`config.mk`:
```
export PLATFORM = sky130hd
export DESIGN_NAME = fifo_uart_tx
export DESIGN_NICKNAME = d
export VERILOG_FILES = /design/src/rtl/uart_pkg.sv /design/src/rtl/uart_baud_tick.sv /design/src/rtl/fifo_uart_tx.sv
export SDC_FILE = /design/constraint.sdc
export NUM_CORES = 1
export LEC_CHECK = 0
export BUFFER_PORTS_ARGS = -buffer_cell sky130_fd_sc_hd__buf_2
export CAP_MARGIN = 30
export CORE_ASPECT_RATIO = 1.4
export CORE_UTILIZATION = 57
export CTS_CLUSTER_SIZE = 8
export DETAILED_ROUTE_END_ITERATION = 7
export GPL_ROUTABILITY_DRIVEN = 0
export MAX_ROUTING_LAYER = met4
export PLACE_DENSITY = 0.84
export SYNTH_ARGS = -nofsm -noshare
export SYNTH_HDL_FRONTEND = slang
export SYNTH_SLANG_ARGS = --single-unit
```
`constraint.sdc`:
```
create_clock -name clk -period 2.05 [get_ports clk]
set_clock_uncertainty 0.05 [all_clocks]
set_input_delay 0.1025 -clock clk [delete_from_list [all_inputs] [get_ports clk]]
set_output_delay 0.1025 -clock clk [all_outputs]
set_load 0.01 [all_outputs]
```
`src/rtl/uart_pkg.sv`:
```
// Shared definitions for the FIFO-drain UART transmitter: FSM state encoding
// and the idle level of the serial line.
package uart_pkg;

  typedef enum logic [2:0] {
    S_IDLE   = 3'd0,
    S_FETCH  = 3'd1,
    S_WAIT   = 3'd2,
    S_START  = 3'd3,
    S_DATA   = 3'd4,
    S_PARITY = 3'd5,
    S_STOP   = 3'd6
  } state_e;

  localparam logic TX_IDLE = 1'b1;

endpackage

```
`src/rtl/uart_baud_tick.sv`:
```
// Bit-period counter: counts 0..CLKS_PER_BIT-1 and flags the last cycle of
// each bit. Held at zero while i_clr is high so every frame starts aligned.
module uart_baud_tick #(
  parameter int CLKS_PER_BIT = 16,
  parameter int CNT_W        = 4
) (
  input  logic             clk,
  input  logic             reset,
  input  logic             i_clr,
  output logic [CNT_W-1:0] o_cnt,
  output logic             o_tick
);

  localparam logic [CNT_W-1:0] CNT_LAST = CNT_W'(CLKS_PER_BIT - 1);

  logic [CNT_W-1:0] r_cnt;

  assign o_cnt  = r_cnt;
  assign o_tick = !i_clr && (r_cnt == CNT_LAST);

  // Free-running bit counter, wraps at the end of each bit period
  always_ff @(posedge clk or posedge reset) begin
    if (reset) begin
      r_cnt <= '0;
    end else if (i_clr || o_tick) begin
      r_cnt <= '0;
    end else begin
      r_cnt <= r_cnt + 1'b1;
    end
  end

endmodule

```
`src/rtl/fifo_uart_tx.sv`:
```
// Drains a synchronous FIFO one word at a time and serializes each word as a
// UART frame (start, LSB-first data, optional even parity, 1 or 2 stop bits).
// Outputs other than busy are registered: the combinational block computes
// the next state and the line level / strobes that belong to that next state.
module fifo_uart_tx
  import uart_pkg::*;
#(
  parameter int DATA_WIDTH   = 8,
  parameter int CLKS_PER_BIT = 16,
  parameter int STOP_BITS    = 1,
  parameter int PARITY_EN    = 0,
  parameter int RD_LATENCY   = 1
) (
  input  logic                  clk,
  input  logic                  reset,
  input  logic                  fifo_empty,
  input  logic [DATA_WIDTH-1:0] fifo_r_data,
  output logic                  fifo_r_en,
  output logic                  tx,
  output logic                  busy,
  output logic                  frame_done
);

  localparam int CNT_W = (CLKS_PER_BIT > 2) ? $clog2(CLKS_PER_BIT) : 1;
  localparam int BIT_W = $clog2(DATA_WIDTH + 1);
  // frame_done is registered, so it is raised one cycle before the last one
  localparam logic [CNT_W-1:0] CNT_PENULT = CNT_W'(CLKS_PER_BIT - 2);
  localparam logic [BIT_W-1:0] DATA_LAST  = BIT_W'(DATA_WIDTH - 1);
  localparam logic [BIT_W-1:0] STOP_LAST  = BIT_W'(STOP_BITS - 1);

  state_e                r_state, w_state_nxt;
  logic [DATA_WIDTH-1:0] r_shreg, w_shreg_nxt;
  logic [BIT_W-1:0]      r_bit_cnt, w_bit_cnt_nxt;
  logic                  r_par, w_par_nxt;
  logic                  r_tx, w_tx_nxt;
  logic                  r_r_en, w_r_en_nxt;
  logic                  r_done, w_done_nxt;
  logic                  w_baud_clr;
  logic                  w_tick;
  logic [CNT_W-1:0]      w_baud_cnt;

  // The bit timer only runs while a bit is on the line
  assign w_baud_clr = (r_state == S_IDLE) || (r_state == S_FETCH) || (r_state == S_WAIT);

  uart_baud_tick #(
    .CLKS_PER_BIT(CLKS_PER_BIT),
    .CNT_W       (CNT_W)
  ) u_baud (
    .clk   (clk),
    .reset (reset),
    .i_clr (w_baud_clr),
    .o_cnt (w_baud_cnt),
    .o_tick(w_tick)
  );

  // Next-state, shifter and registered-output decode
  always_comb begin
    w_state_nxt   = r_state;
    w_shreg_nxt   = r_shreg;
    w_bit_cnt_nxt = r_bit_cnt;
    w_par_nxt     = r_par;
    w_done_nxt    = 1'b0;
    case (r_state)
      S_IDLE: begin
        if (!fifo_empty) w_state_nxt = S_FETCH;
      end
      S_FETCH: begin
        if (RD_LATENCY == 0) begin
          w_shreg_nxt = fifo_r_data;
          w_par_nxt   = ^fifo_r_data;
          w_state_nxt = S_START;
        end else begin
          w_state_nxt = S_WAIT;
        end
      end
      S_WAIT: begin
        w_shreg_nxt = fifo_r_data;
        w_par_nxt   = ^fifo_r_data;
        w_state_nxt = S_START;
      end
      S_START: begin
        if (w_tick) begin
          w_bit_cnt_nxt = '0;
          w_state_nxt   = S_DATA;
        end
      end
      S_DATA: begin
        if (w_tick) begin
          w_shreg_nxt = {1'b0, r_shreg[DATA_WIDTH-1:1]};
          if (r_bit_cnt == DATA_LAST) begin
            w_bit_cnt_nxt = '0;
            w_state_nxt   = (PARITY_EN != 0) ? S_PARITY : S_STOP;
          end else begin
            w_bit_cnt_nxt = r_bit_cnt + 1'b1;
          end
        end
      end
      S_PARITY: begin
        if (w_tick) begin
          w_bit_cnt_nxt = '0;
          w_state_nxt   = S_STOP;
        end
      end
      S_STOP: begin
        if ((w_baud_cnt == CNT_PENULT) && (r_bit_cnt == STOP_LAST)) w_done_nxt = 1'b1;
        if (w_tick) begin
          if (r_bit_cnt == STOP_LAST) begin
            w_bit_cnt_nxt = '0;
            w_state_nxt   = fifo_empty ? S_IDLE : S_FETCH;
          end else begin
            w_bit_cnt_nxt = r_bit_cnt + 1'b1;
          end
        end
      end
      default: begin
        w_state_nxt = S_IDLE;
      end
    endcase

    w_r_en_nxt = (w_state_nxt == S_FETCH);
    case (w_state_nxt)
      S_START:  w_tx_nxt = 1'b0;
      S_DATA:   w_tx_nxt = w_shreg_nxt[0];
      S_PARITY: w_tx_nxt = w_par_nxt;
      default:  w_tx_nxt = TX_IDLE;
    endcase
  end

  // State, datapath and output registers; reset aborts any frame at once
  always_ff @(posedge clk or posedge reset) begin
    if (reset) begin
      r_state   <= S_IDLE;
      r_shreg   <= '0;
      r_bit_cnt <= '0;
      r_par     <= 1'b0;
      r_tx      <= TX_IDLE;
      r_r_en    <= 1'b0;
      r_done    <= 1'b0;
    end else begin
      r_state   <= w_state_nxt;
      r_shreg   <= w_shreg_nxt;
      r_bit_cnt <= w_bit_cnt_nxt;
      r_par     <= w_par_nxt;
      r_tx      <= w_tx_nxt;
      r_r_en    <= w_r_en_nxt;
      r_done    <= w_done_nxt;
    end
  end

  assign fifo_r_en  = r_r_en;
  assign tx         = r_tx;
  assign frame_done = r_done;
  assign busy       = (r_state != S_IDLE);

endmodule
```
==> summary.txt <==
Status
  • Outcome: finished clean

STA
  • Hold_ws: 0.01192 ns
  • Fmax achieved: 0.5164 GHz
  • Final Setup Violations: 0
  • Max-Slew Margin vs Limit: 42.29%
  • Final Slew Violations: 0
  • Tightest Pin Transition: 0.8647 ns
  • Final Hold Vio Count: 0
  • Period minus WS final: 1.936 ns
  • Tcrit/Tclk final: 94.46%
  • Final WS setup: 0.1137 ns
  • Setup Total Neg Slack: 0 ns

Logic synthesis
  • Number of synthesized flops with an enable pin: 0
  • Netlist Area Pre-Place: 1333 µm²
  • Synth async-reset ratio: 100.0%
  • Synth warn: 0
  • Synthesized area per cell: 9.518 µm²
  • Post-Syn Instances: 140
  • Top_reg_cell synth: dfrtp_1
  • Sequential area share after synthesis: 43.29%
  • Post-synthesis net count: 155
  • Post-synth cell types: 43
  • #FFs+latches synth: 23

Clock tree
  • Root Buffer: clkbuf_4
  • H-tree level count: 1
  • CTS Buffer Depth: 2
  • TritonCTS clock tree: done
  • Clk Latency, worst-skew pair: 0.30 ns
  • Setup Buffers After CTS: 0
  • Worst-path clk slew: 0.12 ns
  • Clk sink count: 23
  • CTS Buf Count: 3

Route
  • DR WL met2: 1.492 mm
  • Drt via density: 6.059
  • TritonRoute pass-1 iters: 4
  • Initial DRC Count: 16
  • Drt total wl: 2.680 mm
  • Wire length on met3: 70 µm
  • Max layer used: met4
  • Vias: 1,127
  • Drt wl/cell: 14.41 µm
  • Post-route ant nets: 0
  • M1 WL: 1.064 mm
  • DRC viols: 0

Floorplan
  • Ports: 15
  • Initial core utilization: 60.51%
  • Chip Height: 59.21 µm
  • Standard-cell rows: 20
  • Die Width: 42.87 µm
  • Die area: 2538 µm²
  • Core area: 2202 µm²

GRT
  • All-layer global routing usage: 22.66%
  • Initial antenna violation count: 0
  • Grt ovf: 0
  • Vias in the first global route: 1,062
  • Largest net degree at the start of global routing: 24
  • First-pass GRT wire length: 4.271 mm

Critical path
  • Crit path largest cell delay: 0.41 ns
  • Setup crit start kind: flop
  • Crit path max-delay cell type: dfrtp_1
  • Critical Path RT: 2.24 ns
  • Crit Path Class: flop to flop
  • Endpoint class of the critical path: flop
  • Cells along the critical path: ha_2, inv_1, o31a_4, a221o_1, nor2b_1, o41a_1
  • Buf/Inv on CP: 1
  • Worst-path fanout max: 7
  • Cell family with most CP delay: compound AO/OA/AOI/OAI gates
  • Worst Path Arrival: 2.13 ns

Layout
  • Nets@finish: 180
  • Area growth, synth to finish: 15.12%
  • N_diodes: 0
  • Layout cells sized above 1: 19.51%
  • Non-filler instance count after layout: 186
  • Final Core Density: 69.66%
  • Filler Cell Count: 163

Power
  • Max rail drop VDD: 0.0004340 V
  • P per Cell Area: 494.1 nW/µm²
  • Leak Pwr: 0.7306 nW

Place
  • Inst Count DP: 177
  • Place WS: 0.02158 ns
  • HPWL after DPL: 1.959 mm
  • IO buf count: 14

Flow run
  • Max_cap viols: 0

Min path
  • Hold Crit Class: primary input to flop
==> repair_timing <==
| item | 4_1_cts | 5_1_grt |
|---|---|---|
| endpoints found under the setup margin | 0 | 2 |
| endpoints found under the hold margin | 25 | 1 |
| gates resized for setup | 0 | 3 |
| hold buffers | 4 | 1 |
==> cells in the mapped netlist (all sizes together), types with 2 or more instances <==
master   n  area share, %
dfrtp   22             41
nand2   19            5.4
xnor2    9            5.9
nor2     8            2.3
a21oi    6            2.3
a22oi    6            3.4
inv      6            1.7
o21ai    6            2.3
nand3    5            1.9
buf      4            2.0
ha       4            3.8
nor3     4            1.5
nand2b   3            1.4
nor2b    3            1.4
nor3b    3            1.7
a21o     2            1.1
and2     2           0.94
and3     2           0.94
and3b    2            1.3
clkbuf   2           0.56
or3b     2            1.5
==> placed cells by master, fill, tap and decap left out, drive strengths merged, types with 2 or more instances in the layout <==
cell,synthesis,final
nor3b,3,3
and2,2,2
a21oi,6,6
o21ai,6,6
xnor2,9,9
a21o,2,2
nor3,4,4
nand2b,3,3
and3b,2,2
ha,4,4
a22oi,6,6
nand3,5,5
inv,6,6
or3b,2,2
buf,4,21
nor2,8,8
nand2,19,19
clkbuf,2,4
and3,2,2
nor2b,3,3
dlygate4sd3,0,5
dfrtp,22,22
==> logic make-up after synthesis <==
family                   share of synthesized area (%)
AO/OA/AOI/OAI                                    17.00
buffers and inverters                            4.225
AND/OR/NAND/NOR                                  22.82
XOR/XNOR                                         6.573
flip-flops                                       43.29
multiplexers                                     1.596
adder cells (fa/ha/maj)                          4.507
==> path summary, 6_finish.rpt <==
path	startpoint	to	slack (ns)	cells after the start
worst min-delay path	fifo_r_data[3]	r_shreg[3]$_DFFE_PP0P_	0.01	3
min in group asynchronous	reset	r_bit_cnt[2]$_DFFE_PP0P_	0.46	3
worst max-delay path	u_baud.o_cnt[0]$_DFF_PP0_	tx$_DFF_PP1_	0.11	6
max in group asynchronous	reset	r_shreg[4]$_DFFE_PP0P_	0.96	3
worst min register to register	u_baud.o_cnt[0]$_DFF_PP0_	u_baud.o_cnt[0]$_DFF_PP0_	0.45	1
worst max register to register	u_baud.o_cnt[0]$_DFF_PP0_	tx$_DFF_PP1_	0.11	6
==> worst register-to-register path, cell delays in order, from the launching register on <==
cell     delay (ns)
dfrtp_1        0.41
ha_2           0.23
inv_1          0.07
o31a_4         0.36
a221o_1        0.31
nor2b_1        0.14
o41a_1         0.31
==> layout make-up <==
type	instances	area, µm²	share of cell area [%]
Tap cell	22	27.53	1.794
Timing Repair Buffer	26	172.7	11.26
Sequential cell	23	576.8	37.60
Inverter	6	22.52	1.468
Clock buffer	4	26.28	1.713
Multi-Input combinational cell	105	708.2	46.17
==> sequential cells by signal, indices dropped and copies added, names as in the netlist <==
name and flops:
r_bit_cnt 4, r_state 3, fifo_r_en 1, frame_done 1, r_shreg 8, r_par 1, u_baud.o_cnt 4, tx 1
==> layer usage <==
| metal | GRT usage (%) | vias to the layer above |
|---|---|---|
| met5 | - | - |
| met2 | 41.56 | 30 |
| met3 | 2.744 | 8 |
| met4 | 9.821 | 0 |
| met1 | 24.01 | 546 |
| li1 | - | 543 |
==> metrics by stage <==
| step | cell area (µm²) | power, W |
|---|---|---|
| 6_report | 1534 | 0.0007580 |
| 5_1_grt | 1534 | 0.0007896 |
| 4_1_cts | 1515 | 0.0007602 |
| 3_5_place_dp | 1449 | 0.0005550 |
| 3_3_place_gp | 1449 | 0.0005527 |
| 2_1_floorplan | 1333 | 0.0005307 |
==> report_power, final <==
| group | total, W | switching [W] | leakage, nW | internal [W] |
|---|---|---|---|---|
| Clock | 0.000204 | 0.000128 | 0.0150 | 0.0000758 |
| Combinational | 0.0000777 | 0.0000396 | 0.444 | 0.0000381 |
| Sequential | 0.000476 | 0.00000606 | 0.271 | 0.000470 |
| Total | 0.000758 | 0.000174 | 0.731 | 0.000584 |
(Power assumes the default switching activity.)
